**config.mk**
```make
export PLATFORM = sky130hd
export DESIGN_NAME = regf_wb_queue
export DESIGN_NICKNAME = d
export VERILOG_FILES = /design/src/rtl/regf_wb_queue.sv
export SDC_FILE = /design/constraint.sdc
export NUM_CORES = 1
export LEC_CHECK = 0
export CORE_ASPECT_RATIO = 0.7
export CORE_MARGIN = 2
export CORE_UTILIZATION = 66
export CTS_BUF_LIST = sky130_fd_sc_hd__clkbuf_4
export CTS_CLUSTER_SIZE = 40
export DETAILED_ROUTE_END_ITERATION = 10
export DONT_BUFFER_PORTS = 1
export HOLD_SLACK_MARGIN = 0.03
export PLACE_DENSITY = 0.92
export SLEW_MARGIN = 10
export SYNTH_ARGS = -nofsm -noshare
export SYNTH_HDL_FRONTEND = slang
export SYNTH_SLANG_ARGS = --single-unit
```
**constraint.sdc**
```tcl
create_clock -name clk -period 3.1 [get_ports clk]
set_clock_uncertainty 0.1 [all_clocks]
set_input_delay 0.155 -clock clk [delete_from_list [all_inputs] [get_ports clk]]
set_output_delay 0.155 -clock clk [all_outputs]
set_load 0.03 [all_outputs]
```
**src/rtl/regf_wb_queue.sv**
```systemverilog
// Write-back queue in front of the SIMD register file.
// In-order bundle FIFO with a registered regfile write port and a RAW hazard query.
package OpCodes;
  localparam int NSIG             = 15;
  localparam int ADDR_BITS_REGF   = 5;
  localparam int WRITE_PORTS_REGF = 2;
endpackage

module regf_wb_queue #(
  parameter int DEPTH            = 4,
  parameter int NSIG             = OpCodes::NSIG,
  parameter int ADDR_BITS_REGF   = OpCodes::ADDR_BITS_REGF,
  parameter int WRITE_PORTS_REGF = OpCodes::WRITE_PORTS_REGF
) (
  input  logic clk,
  input  logic rst_n,
  input  logic in_valid,
  output logic in_ready,
  input  logic [WRITE_PORTS_REGF-1:0][ADDR_BITS_REGF-1:0] in_addr,
  input  logic [WRITE_PORTS_REGF-1:0][NSIG:0] in_data,
  input  logic drain_en,
  input  logic flush,
  output logic wr_en,
  output logic [WRITE_PORTS_REGF-1:0][ADDR_BITS_REGF-1:0] w_addr,
  output logic [WRITE_PORTS_REGF-1:0][NSIG:0] w_data,
  input  logic [ADDR_BITS_REGF-1:0] q_addr,
  output logic q_pending,
  output logic [$clog2(DEPTH+1)-1:0] count
);

  localparam int CW = $clog2(DEPTH+1);
  localparam int PW = $clog2(DEPTH);

  logic [WRITE_PORTS_REGF-1:0][ADDR_BITS_REGF-1:0] mem_a [DEPTH];
  logic [WRITE_PORTS_REGF-1:0][NSIG:0] mem_d [DEPTH];
  logic [PW-1:0] wr_ptr;
  logic [PW-1:0] rd_ptr;
  logic push;
  logic pop;

  function automatic logic [PW-1:0] nxt(input logic [PW-1:0] p);
    return (p == PW'(DEPTH-1)) ? '0 : p + 1'b1;
  endfunction

  assign in_ready = (count != CW'(DEPTH));
  assign push = in_valid && in_ready && !flush;
  assign pop = (count != '0) && drain_en && !flush;

  always_ff @(posedge clk) begin
    if (push) begin
      mem_a[wr_ptr] <= in_addr;
      mem_d[wr_ptr] <= in_data;
    end
  end

  always_ff @(posedge clk or negedge rst_n) begin
    if (!rst_n) begin
      wr_ptr <= '0;
      rd_ptr <= '0;
      count  <= '0;
      wr_en  <= 1'b0;
      w_addr <= '0;
      w_data <= '0;
    end else if (flush) begin
      wr_ptr <= '0;
      rd_ptr <= '0;
      count  <= '0;
      wr_en  <= 1'b0;
    end else begin
      wr_en <= pop;
      if (push) wr_ptr <= nxt(wr_ptr);
      if (pop) begin
        rd_ptr <= nxt(rd_ptr);
        w_addr <= mem_a[rd_ptr];
        w_data <= mem_d[rd_ptr];
      end
      if (push && !pop) count <= count + 1'b1;
      else if (pop && !push) count <= count - 1'b1;
    end
  end

  // Only the count entries from rd_ptr onward are live.
  always_comb begin
    int idx;
    idx = 0;
    q_pending = 1'b0;
    if (wr_en) begin
      for (int l = 0; l < WRITE_PORTS_REGF; l++)
        if (w_addr[l] == q_addr) q_pending = 1'b1;
    end
    for (int k = 0; k < DEPTH; k++) begin
      idx = int'(rd_ptr) + k;
      if (idx >= DEPTH) idx = idx - DEPTH;
      if (k < int'(count)) begin
        for (int l = 0; l < WRITE_PORTS_REGF; l++)
          if (mem_a[PW'(idx)][l] == q_addr) q_pending = 1'b1;
      end
    end
  end

endmodule

```
Yosys cells after proc, flatten, opt, wreduce, memory -nomap -nowiden
Memories as Yosys holds them, arrays and structs flattened. A register that Yosys moved wholly into a read port is not among the register bits.
Cells that the tools add are included.
{"block": "totals", "mem_count": 2, "regBits": 8, "out_inout_bits": 48, "mem_bits_rw": 168, "romBits": 0, "latchBits": 0, "input_bits": 52}
{"block": "classes", "bitwise_logic": 1, "eq_ne": 13, "div_mod_pow": 0, "mul": 0, "n_addsub": 11, "n_mux": 31, "order_cmp": 8, "n_reduce_logical": 16, "shifts": 0}
{"memory": "mem_d", "words": 4, "word_bits": 32, "rd": 1, "rd_clocked_by_memory_dff": 1, "write_ports": 1, "line": "35", "source": "logic [WRITE_PORTS_REGF-1:0][NSIG:0] mem_d [DEPTH];"}
{"memory": "mem_a", "words": 4, "word_bits": 10, "rd": 5, "rd_clocked_by_memory_dff": 1, "write_ports": 1, "line": "34", "source": "logic [WRITE_PORTS_REGF-1:0][ADDR_BITS_REGF-1:0] mem_a [DEPTH];"}
{"cell": "5-bit equality test", "count": 10}
{"cell": "2-bit two-way mux", "count": 10}
{"cell": "1-bit two-way mux", "count": 18}
{"cell": "3-bit >= comparator (second input constant)", "count": 3}
{"cell": "3-bit two-way mux", "count": 3}
{"cell": "2-bit by 1-bit subtractor with 2-bit output (second input constant)", "count": 4}
{"cell": "2-bit by 2-bit adder with 3-bit output (second input constant)", "count": 2}
{"cell": "1-bit logical AND", "count": 6}
{"cell": "1-bit by 3-bit < comparator with 1-bit output (first input constant)", "count": 2}
{"cell": "2-bit by 3-bit < comparator with 1-bit output (first input constant)", "count": 2}
{"cell": "3-bit nonzero test", "count": 2}
{"cell": "1-bit zero test", "count": 5}
{"cell": "2-bit by 1-bit adder with 2-bit output (second input constant)", "count": 2}
{"cell": "2-bit equality test (second input constant)", "count": 2}
{"cell": "2-bit nonzero test", "count": 2}
{"cell": "2-bit by 1-bit adder with 3-bit output (second input constant)", "count": 1}
{"cell": "3-bit by 1-bit adder with 3-bit output (second input constant)", "count": 1}
{"cell": "2-bit by 3-bit >= comparator with 1-bit output (second input constant)", "count": 1}
{"cell": "3-bit != test (second input constant)", "count": 1}
{"cell": "3-bit by 1-bit subtractor with 3-bit output (second input constant)", "count": 1}
{"cell": "2-bit AND reduction", "count": 1}
{"cell": "1-bit inverter", "count": 1}

Logic depth before layout (Yosys ltp)
Gate-level depths: netlist of run 1.
{"block": "logic_depth", "ltp_word": 16, "ltp_mapped": 9, "depth_no_buf": 8}

Worst setup path before layout of run 1
No wires, ideal clock.
{"block": "synth_timing", "path_type": "reg2reg", "from": "reg count[1]", "to": "mem mem_a[0][0] (netlist name), enable pin", "path_slack_ns": 0.038, "arrival_time_ns": 2.559, "path_buffers": 0, "stages_incl_launch_ff": 7, "t_required_ns": 2.596, "synth_period_minus_slack_ns": 3.062, "path_cell_list": "dfrtp_1 -> inv_1 -> ha_1 -> nand2_1 -> nand2_1 -> nor2_1 -> and2_1"}
{"block": "synth_between", "elab_chain_cells": 5}
{"item": "start, declared", "line": "28", "source": "output logic [$clog2(DEPTH+1)-1:0] count"}
{"item": "start signal, assigned", "line": "77", "source": "if (push && !pop) count <= count + 1'b1;"}
{"item": "start signal, assigned", "line": "78", "source": "else if (pop && !push) count <= count - 1'b1;"}
{"item": "3-bit != test", "line": "45", "source": "assign in_ready = (count != CW'(DEPTH));"}
{"item": "net in_ready", "line": "18", "source": "output logic in_ready,"}
{"item": "1-bit logical AND (2 in series)", "line": "46", "source": "assign push = in_valid && in_ready && !flush;"}
{"item": "1-bit two-way mux", "line": "50", "source": "if (push) begin"}
{"item": "1-bit two-way mux (implied by the code)", "line": "51", "source": "mem_a[wr_ptr] <= in_addr;"}
{"item": "end, declared", "line": "34"}
The timed path passes the listed nets, and every way through them passes these cells.

Worst setup path after layout of run 1
{"block": "layout_timing", "from": "reg rd_ptr[0]", "to": "out q_pending"}
{"block": "layout_between", "elab_chain_cells": 16}
{"item": "start, declared", "line": "37", "source": "logic [PW-1:0] rd_ptr;"}
{"item": "start signal, assigned", "line": "73", "source": "rd_ptr <= nxt(rd_ptr);"}
{"item": "2-bit by 3-bit >= comparator with 1-bit output / 2-bit by 1-bit subtractor with 2-bit output (equally long branches)", "line": "93", "source": "if (idx >= DEPTH) idx = idx - DEPTH;"}
{"item": "2-bit two-way mux", "line": "93"}
{"item": "memory read 4 x 10 bit *"}
{"item": "5-bit equality test", "line": "96", "source": "if (mem_a[PW'(idx)][l] == q_addr) q_pending = 1'b1;"}
{"item": "1-bit two-way mux (2 in series)", "line": "96"}
{"item": "1-bit two-way mux", "line": "94", "source": "if (k < int'(count)) begin"}
{"item": "1-bit two-way mux (2 in series)", "line": "96"}
{"item": "1-bit two-way mux", "line": "94"}
{"item": "1-bit two-way mux (2 in series)", "line": "96"}
{"item": "1-bit two-way mux", "line": "94"}
{"item": "1-bit two-way mux (2 in series)", "line": "96"}
{"item": "1-bit two-way mux *", "line": "94"}
{"item": "end, declared", "line": "27", "source": "output logic q_pending,"}
Mark *: on every way between the ends. The rest lies on a longest branch, timed or not.

==> out/results.ini, run 1 <==
[global_routing]
grt_max_degree=51
grt_pass1_vias=5698
overflow=0
grtUsageMet1_pct=36.8
grt_usage_pct=27.1
grt_pass1_wl_um=31400
antenna_found_initial=0
busiest_layer=met2
use_met3_pct=7.94
gr-usage-met2_pct=43.3

[cts]
path_clk_slew_ns=0.07
clock-sinks=218
clockBufferDepth=3
clk_latency_ns=0.63
cts-root-buf=clkbuf_4
cts_inserted_buffers=50
cts_tree=done
cts-htree-levels=2

[drt]
ant_nets=0
wl_per_cell_um=24.9
drt_first_pass_iters=4
vias=5215
drc=0
drtIter0Drc=388
drt-total-wl_um=20500
vias_per_cell=6.36

[yosys]
synthFlopType=edfxtp_1
synth_edf_count=168
synthesis.instances=491
ys_types=32
syn_nets=552
ys_seq_elements=218
synth_area_sq_mm=0.00950
ys_seq_area_share_pct=66.3
async_flop_share_pct=22.9
postSynthAreaPerCell_sq_um=19.3
yosys_warnings=0

[placement]
dp_hpwl_um=11200
portBuffers=0
dpl.cell_count=668
gp_congestion=0.937

[pwr]
p_leak_uw=0.00379
ir_worst_vdd_uv=539
powerDensity_mw_per_mm2=835

[sta]
grt_setup_unrepaired=yes
min_period_ns=3.35
setup_viol=1
worst_pin_slew_ns=0.592
hold_viol=0
relSlewSlack_pct=60.2
layout_setup_ws_ns=-0.252
drv_slew=0
tns_ns=-0.252
timing.fmax_ghz=0.298
period_share_pct=108

[final_layout]
multi_input_comb_area_sq_mm=0.00306
nets=650
syn_to_final_growth_pct=16.9
final_cell_mix=edfxtp_1 (168), clkbuf_4 (80), mux4_2 (70)
layout_commonest_cell=edfxtp_1
ff_latch_area_sq_mm=0.00630
fin_cells=820
fill_cells=696
layout-drive-gt1-share_pct=37.0

[flow_run]
cap_violations=0

[worst_setup_path]
slowest_stage=mux4_2
worst-path-buf-inv=2
critical_path_arrival_ns=3.10
crit_fanout=9
cpPeakStageDelay_ns=0.54
crit_path_start_kind=flop
cp_top_family=multiplexers
path_cells=ha_4 > buf_8 > mux4_2 > xnor2_2 > nand4_1 > o22ai_1 > a211oi_1 > o211ai_1 > buf_4
worst-setup-path-type=flop to output pin
cp.required_ns=2.84
regToRegSetupSlack_ns=0.39
end_kind=output pin

[status]
status=finished, violations left
violations=negative setup slack

[floorplan]
fp-row-count=36
initial_core_util_pct=67.8
coreArea_sq_mm=0.0140
dieArea_sq_mm=0.0154
ios=100
die_w_um=147
die_h_um=104

[hold_path]
hp-class=input port to flop

## Yosys cell counts, types with 3 or more instances
master      n  area share [%]
edfxtp_1  168              53
mux4_2     70              17
dfrtp_1    50              13
mux2_2     42             5.0
xnor2_1    42             3.9
nand2_1    13            0.51
xor2_1     11             1.0
buf_2       9            0.47
ha_1        9             1.2
nand3_1     9            0.47
nor2_1      9            0.36
clkbuf_1    8            0.32
nor3_1      8            0.42
inv_1       6            0.24
a21oi_1     5            0.26
and2_1      5            0.33
buf_4       5            0.40
buf_6       3            0.36
## sequential cells by signal (all words and copies together), names as in the netlist
register	cells
mem_d	128
mem_a	40
w_data	32
w_addr	10
count	3
rd_ptr	2
wr_ptr	2
wr_en	1
## timing repair
item	4_1_cts	5_1_grt
cloned	1	1
hold endpoints to repair	268	0
pin swaps	2	3
gates resized for setup	5	4
buffers inserted	8	0
endpoints found under the setup margin	1	1
hold buffers	49	0
## where the power goes
group	internal [uW]	switching (uW)	leakage, uW
combinational	1370	1140	0.00127
sequential	3570	933	0.00213
clock	1170	1100	0.000394
total	6110	3170	0.00379
## logic make-up (layout without fill, tap and decap cells)
| family | count (synthesis) | count (layout) | synth area share [%] |
|---|---|---|---|
| other | 0 | 1 | 0 |
| muxes | 114 | 114 | 22.1 |
| buffers and inverters | 33 | 171 | 2.03 |
| xor gates and xnor gates | 53 | 53 | 4.89 |
| AOI/OAI and AO/OA | 17 | 17 | 1.19 |
| and+or+nand+nor | 47 | 47 | 2.29 |
| adders and majority gates | 9 | 9 | 1.19 |
| DFF | 218 | 218 | 66.3 |
## path summary, 6_finish.rpt
check	end	cells after the start	start
worst max-delay path	q_pending	9	rd_ptr[0]
max in group asynchronous	w_data[7]	3	rst_n
worst min-delay path	mem_a[1][6]	3	flush
worst max register to register	mem_d[1][3]	7	count[0]
worst min register to register	wr_ptr[0]	2	wr_ptr[0]
min in group asynchronous	w_data[8]	3	rst_n
## worst register-to-register path: cells and delay by family, from the launching register on
family | cells | cell delay [ns]
fa+ha+maj | 1 | 0.27
buf+inv | 2 | 0.42
flops | 1 | 0.63
simple gates | 4 | 0.87
## routing by layer
layer,share of wire [%],vias to the layer above
li1,-,2196
met3,9.2,40
met5,0,-
met2,51,284
met1,38,2695
met4,2.0,0
## cell type report
type / instances / share of cell area [%]
clock buffer: 80 / 5.41
clock inverter: 12 / 0.462
multi-input combinational: 240 / 27.5
timing repair buffer: 73 / 7.50
antenna: 1 / 0.0225
tap: 190 / 2.14
sequential: 218 / 56.7
inverter: 6 / 0.203
## through the flow
step / setup WS, ns / cell area, sq um / hold slack, ns / total power (uW) / utilization [%]
2_1_floorplan: 0.0375 / 9500 / -0.241 / 6250 / -
3_3_place_gp: 0.351 / 9750 / -0.239 / 6590 / 69.6
3_5_place_dp: 0.296 / 9750 / -0.239 / 6700 / 69.6
4_1_cts: -0.290 / 11100 / 0.0303 / 9220 / 78.9
5_1_grt: -0.418 / 11100 / 0.0379 / 9680 / 79.3
6_report: -0.252 / 11100 / 0.0563 / 9270 / 79.3
No activity file was read; power rests on OpenSTA's default activity.
==> run 2: changes to the inputs <==
Settings changed: ABC_AREA set to 1.
==> out/results.ini, run 2 <==
[placement]
portBuffers=0
dpl.cell_count=1132
gp_congestion=0.943
dp_hpwl_um=13200

[status]
status=completed

[final_layout]
nets=1105
largest_reg_flops=128
layout_commonest_cell=nand2_1
fill_cells=927
multi_input_comb_area_sq_mm=0.00313
syn_to_final_growth_pct=15.0
registers.top_by_ff_count=mem_d
fin_cells=1282
ff_latch_area_sq_mm=0.00630
diodes=0
largest_registers=mem_d x128, mem_a x40, w_data x32
utilization_pct=77.0
layout-drive-gt1-share_pct=11.9
final_cell_mix=nand2_1 (313), edfxtp_1 (168), nand3_1 (112)

[drt]
vias_per_cell=5.80
ant_nets=0
wl_per_cell_um=17.5
drt-total-wl_um=22400
vias=7436
drt_first_pass_iters=7
drc=0
drtIter0Drc=750

[worst_setup_path]
critical_path_arrival_ns=2.69
worst-setup-path-type=flop to output pin
r2r_end=count[2]
crit_fanout=20
end_kind=output pin
cp_top_family=simple AND/OR/NAND/NOR gates
cp.required_ns=2.84
worst-path-buf-inv=2
crit_path_start_kind=flop
regToRegSetupSlack_ns=0.23
worst_path_most_repeated_cell=nand2_1
path_cells=ha_4 > buf_8 > nand3_1 > nand2_1 > nand2_1 > nand2_1 > nand2_1 > nor2_1 > nand2_1 > nand2_1 > nand2_1 > nand2_1 > nand2_1 > nand2_2 > buf_12
reg2regPathDepth=10
r2r-start=count[1]
slowest_stage=dfrtp_2
cpPeakStageDelay_ns=0.50

[sta]
timing.fmax_ghz=0.339
min_period_ns=2.95
drv_slew=0
hold_viol=0
whs_ns=0.0858
period_share_pct=95.0
tns_ns=0
setup_viol=0
relSlewSlack_pct=53.8
worst_pin_slew_ns=0.689

[yosys]
synthTopCellsByCount=nand2_1 (315), edfxtp_1 (168), nand3_1 (113)
yosys-top-cells-area=edfxtp_1 (52%), dfrtp_1 (13%), nand2_1 (12%)
synth_top_cell_area_share_pct=51.7
synth_most_common_cell=nand2_1
postSynthAreaPerCell_sq_um=10.1
yosys_warnings=0
ys_seq_area_share_pct=64.5
ys_types=28
syn_nets=1030
synth_area_sq_mm=0.00976
yosys.area.top_type=edfxtp_1
synthesis.instances=969
synthFlopType=edfxtp_1
ys_seq_elements=218
synth_edf_count=168
async_flop_share_pct=22.9

[pwr]
p_comb_share_pct=30.7
p_sw_uw=3950
internal_power_uw=5820
ir_worst_vdd_uv=631
powerDensity_mw_per_mm2=870
swShare_pct=40.4
p_leak_uw=0.00460
clockPowerShare_pct=23.8
sequentialPowerShare_pct=45.5

[hold_path]
hp-class=input port to async pin

[global_routing]
grt_max_degree=68
antenna_found_initial=0
grt_pass1_vias=7287
grt_usage_pct=29.1
overflow=0
grt_pass1_wl_um=35700

[floorplan]
initial_core_util_pct=66.9
die_w_um=149
ios=100
coreArea_sq_mm=0.0146
die_h_um=106
fp-row-count=37
dieArea_sq_mm=0.0158

[cts]
cts-root-buf=clkbuf_4
cts-htree-levels=2
clockBufferDepth=3
path_clk_slew_ns=0.07
cts_inserted_buffers=51
clk_latency_ns=0.64
clock-sinks=218
cts_tree=done

[flow_run]
cap_violations=0

-- run 2: logic make-up after synthesis --
logic type | count (synthesis) | share of synthesized area [%]
AND/OR/NAND/NOR | 527 | 22.0
buffers and inverters | 75 | 3.96
XOR/XNOR | 18 | 1.62
AO/OA/AOI/OAI | 122 | 6.78
flip-flops | 218 | 64.5
adder cells (fa/ha/maj) | 9 | 1.15
-- run 2: how the worst max path moves through the flow --
stage,start,end,cells after the start,slack [ns]
final,rd_ptr[0],q_pending,15,0.15
after global routing,rd_ptr[0],q_pending,15,-0.01
after CTS,rd_ptr[0],q_pending,15,0.01
after floorplan,count[0],mem_a[3][0],5,-0.08
after detailed placement,rd_ptr[1],q_pending,13,0.42
after global placement,rd_ptr[1],q_pending,14,0.47
-- run 2: area by class of cell --
| type | count | share of cell area, % |
|---|---|---|
| Clock buffer | 81 | 5.42 |
| Clock inverter | 15 | 0.713 |
| Inverter | 23 | 0.959 |
| Multi-Input combinational cell | 676 | 27.9 |
| Sequential cell | 218 | 56.1 |
| Tap cell | 195 | 2.17 |
| Timing Repair Buffer | 71 | 6.55 |
| Timing Repair inverter | 3 | 0.201 |
-- run 2: power by group through the flow --
| stage | Combinational, uW | Sequential, uW | Clock [uW] |
|---|---|---|---|
| 6_report | 3000 | 4450 | 2320 |
| 5_1_grt | 3350 | 4490 | 2530 |
| 4_1_cts | 2850 | 4440 | 2360 |
| 3_5_place_dp | 2690 | 4490 | 0 |
| 3_3_place_gp | 2580 | 4480 | 0 |
| 2_1_floorplan | 2140 | 4430 | 0 |
-- run 2: per-layer routing --
metal  GRT usage [%]  routed length [um]  part of all wire, %  vias to the layer above
met5               0                   0                    0                        -
met3            8.44                2500                   11                       36
met2            45.9               10500                   47                      434
li1                -                   -                    -                     3526
met1            40.1                9040                   40                     3440
met4            8.16                 326                  1.5                        0
-- run 2: stage by stage --
step           worst slack (ns)  area, sq um  power (uW)
2_1_floorplan           -0.0754         9770        6570
4_1_cts                 0.00983        11100        9650
6_report                  0.154        11200        9770
5_1_grt                 -0.0105        11200       10400
3_5_place_dp              0.423         9900        7180
3_3_place_gp              0.472         9900        7060
-- run 2: repair_timing --
| action | CTS | global route |
|---|---|---|
| setup buffers | 0 | 2 |
| hold endpoints to repair | 225 | 0 |
| pin swaps | 0 | 3 |
| gates cloned | 2 | 1 |
| resized for setup | 8 | 16 |
| setup endpoints to repair | 1 | 1 |
| hold buffers | 49 | 0 |
-- run 2: tightest hold or removal path, delay by kind of cell --
family | cells | cell delay (ns)
buffers and inverters | 3 | 1.05
==> run 3: changes to the inputs <==
--- a/config.mk
+++ b/config.mk
@@ -6,5 +6,5 @@
 export NUM_CORES = 1
 export LEC_CHECK = 0
-export ABC_AREA = 1
+export ABC_AREA = 0
 export CORE_ASPECT_RATIO = 0.7
 export CORE_MARGIN = 2
==> constraint.sdc (replaced) <==
create_clock -name clk -period 3.1 [get_ports clk]
set_clock_uncertainty 0.1 [all_clocks]
set_input_delay 0.155 -clock clk [delete_from_list [all_inputs] [get_ports clk]]
set_output_delay 0.155 -clock clk [all_outputs]
set_load 0.005 [all_outputs]
==> out/results.ini, run 3 (synthesis gave the netlist of run 1 again) <==
[status]
status=finished, violations left
violations=negative setup slack

[sta]
min_period_ns=3.33
tns_ns=-0.226
whs_ns=0.0529
grt_setup_unrepaired=yes
relSlewSlack_pct=67.7
period_share_pct=107
setup_viol=1
layout_setup_ws_ns=-0.226
hold_viol=0
drv_slew=0
timing.fmax_ghz=0.301
worst_pin_slew_ns=0.480

[worst_setup_path]
cpPeakStageDelay_ns=0.50
crit_path_start_kind=flop
critical_path_arrival_ns=3.07
path_cells=ha_4 > buf_4 > buf_4 > bufbuf_16 > mux4_2 > xnor2_1 > nand3_1 > o22ai_1 > o32ai_1 > o211ai_1
worst-setup-path-type=flop to output pin
slowest_stage=dfrtp_4
worst_path_most_repeated_cell=buf_4
end_kind=output pin
cp.required_ns=2.84
crit_fanout=10

[global_routing]
grt_pass1_vias=5632
grt_max_degree=54
grt_usage_pct=28.2
overflow=0
grt_pass1_wl_um=32400
antenna_found_initial=1

[final_layout]
layout_commonest_cell=edfxtp_1
nets=644
finalInstanceArea_sq_mm=0.0111
largest_reg_flops=128
registers.top_by_ff_count=mem_d
syn_to_final_growth_pct=17.4
largest_registers=mem_d x128, mem_a x40, w_data x32
final_cell_mix=edfxtp_1 (168), clkbuf_4 (81), mux4_2 (70)
layout-drive-gt1-share_pct=37.0
multi_input_comb_area_sq_mm=0.00307
ff_latch_area_sq_mm=0.00630
fill_cells=650

[floorplan]
ios=100
die_w_um=147
fp-row-count=36
dieArea_sq_mm=0.0154
coreArea_sq_mm=0.0140
initial_core_util_pct=67.8
die_h_um=104

[drt]
drt-total-wl_um=20800
wl_per_cell_um=25.6
drt_first_pass_iters=4
vias=5299
drc=0
vias_per_cell=6.52
drtIter0Drc=462
ant_nets=0

[flow_run]
cap_violations=0

[placement]
portBuffers=0
postPlaceCellArea_sq_mm=0.00973
gp_congestion=0.914
dp_hpwl_um=11100

[cts]
clockBufferDepth=3
clock-sinks=218
cts-root-buf=clkbuf_4
cts-htree-levels=2
clk_latency_ns=0.66
cts_inserted_buffers=49
path_clk_slew_ns=0.08
cts_tree=done

[hold_path]
hp-class=input port to async pin

[pwr]
ir_worst_vdd_uv=486
powerDensity_mw_per_mm2=791
p_leak_uw=0.00379

==> run 3: changes by cell type in the layout (fill, tap and decap cells not counted), moves of 42 or more <==
cell | previous run | this run
mux2_2 | 0 | 42
nand3_1 | 112 | 9
mux4_2 | 0 | 70
nor2_1 | 85 | 8
o21ai_0 | 71 | 2
nand2_1 | 313 | 13
==> run 3: timing repair <==
item / in CTS / in global routing
hold buffers: 49 / 0
setup endpoints to repair: 1 / 1
gates resized for setup: 7 / 3
buffers inserted: 4 / 1
pin swaps: 6 / 6
cloned: 3 / 1
endpoints found under the hold margin: 268 / 0
==> run 3: critical path, delay by kind of cell (launching register included) <==
family          cells  cell delay [ns]
buf+inv             3             0.55
flops               1             0.50
compound gates      3             0.45
mux                 1             0.30
fa+ha+maj           1             0.26
xor+xnor            1             0.23
simple gates        1             0.14
==> run 3: path summary, 6_finish.rpt <==
path | start | to | slack [ns] | cells after the start
max in group asynchronous | rst_n | rd_ptr[0] | 2.55 | 3
min | rst_n | w_data[30] | 0.05 | 3
min reg2reg | w_data[23] | w_data[23] | 0.44 | 1
max reg2reg | count[1] | rd_ptr[1] | 0.72 | 6
max | rd_ptr[0] | q_pending | -0.23 | 10
min in group clk | flush | mem_d[0][29] | 0.06 | 3
==> run 3: power breakdown <==
part           total [uW]  leakage, uW  internal, uW  switching [uW]
registers            3950      0.00213          3580             370
clock network        2360     0.000402          1260            1100
logic                2510      0.00126          1410            1110
==> run 3: per-layer routing <==
metal | vias to the layer above | routed length (um) | global-route usage, %
li1 | 2183 | - | -
met1 | 2699 | 7790 | 38.6
met2 | 362 | 10200 | 44.5
met3 | 55 | 2240 | 8.20
met4 | 0 | 611 | 9.96
met5 | - | 0 | 0
==> run 3: final cells by class <==
class	count	share of cell area [%]
antenna	1	0.0224
clock buffer	81	5.45
clock inverter	9	0.584
inverter	6	0.202
multi-input combinational	240	27.5
sequential	218	56.5
tap	190	2.13
timing repair buffer	68	7.57
==> run 3: through the flow <==
step | setup WS [ns] | util (%) | instances | power, uW
floorplan | 0.457 | - | 491 | 5660
detailed placement | 0.443 | 69.5 | 664 | 6110
CTS | -0.140 | 79.2 | 810 | 8740
global placement | 0.511 | 69.5 | 664 | 5990
finish | -0.226 | 79.6 | 813 | 8820
global route | -0.337 | 79.6 | 813 | 9230
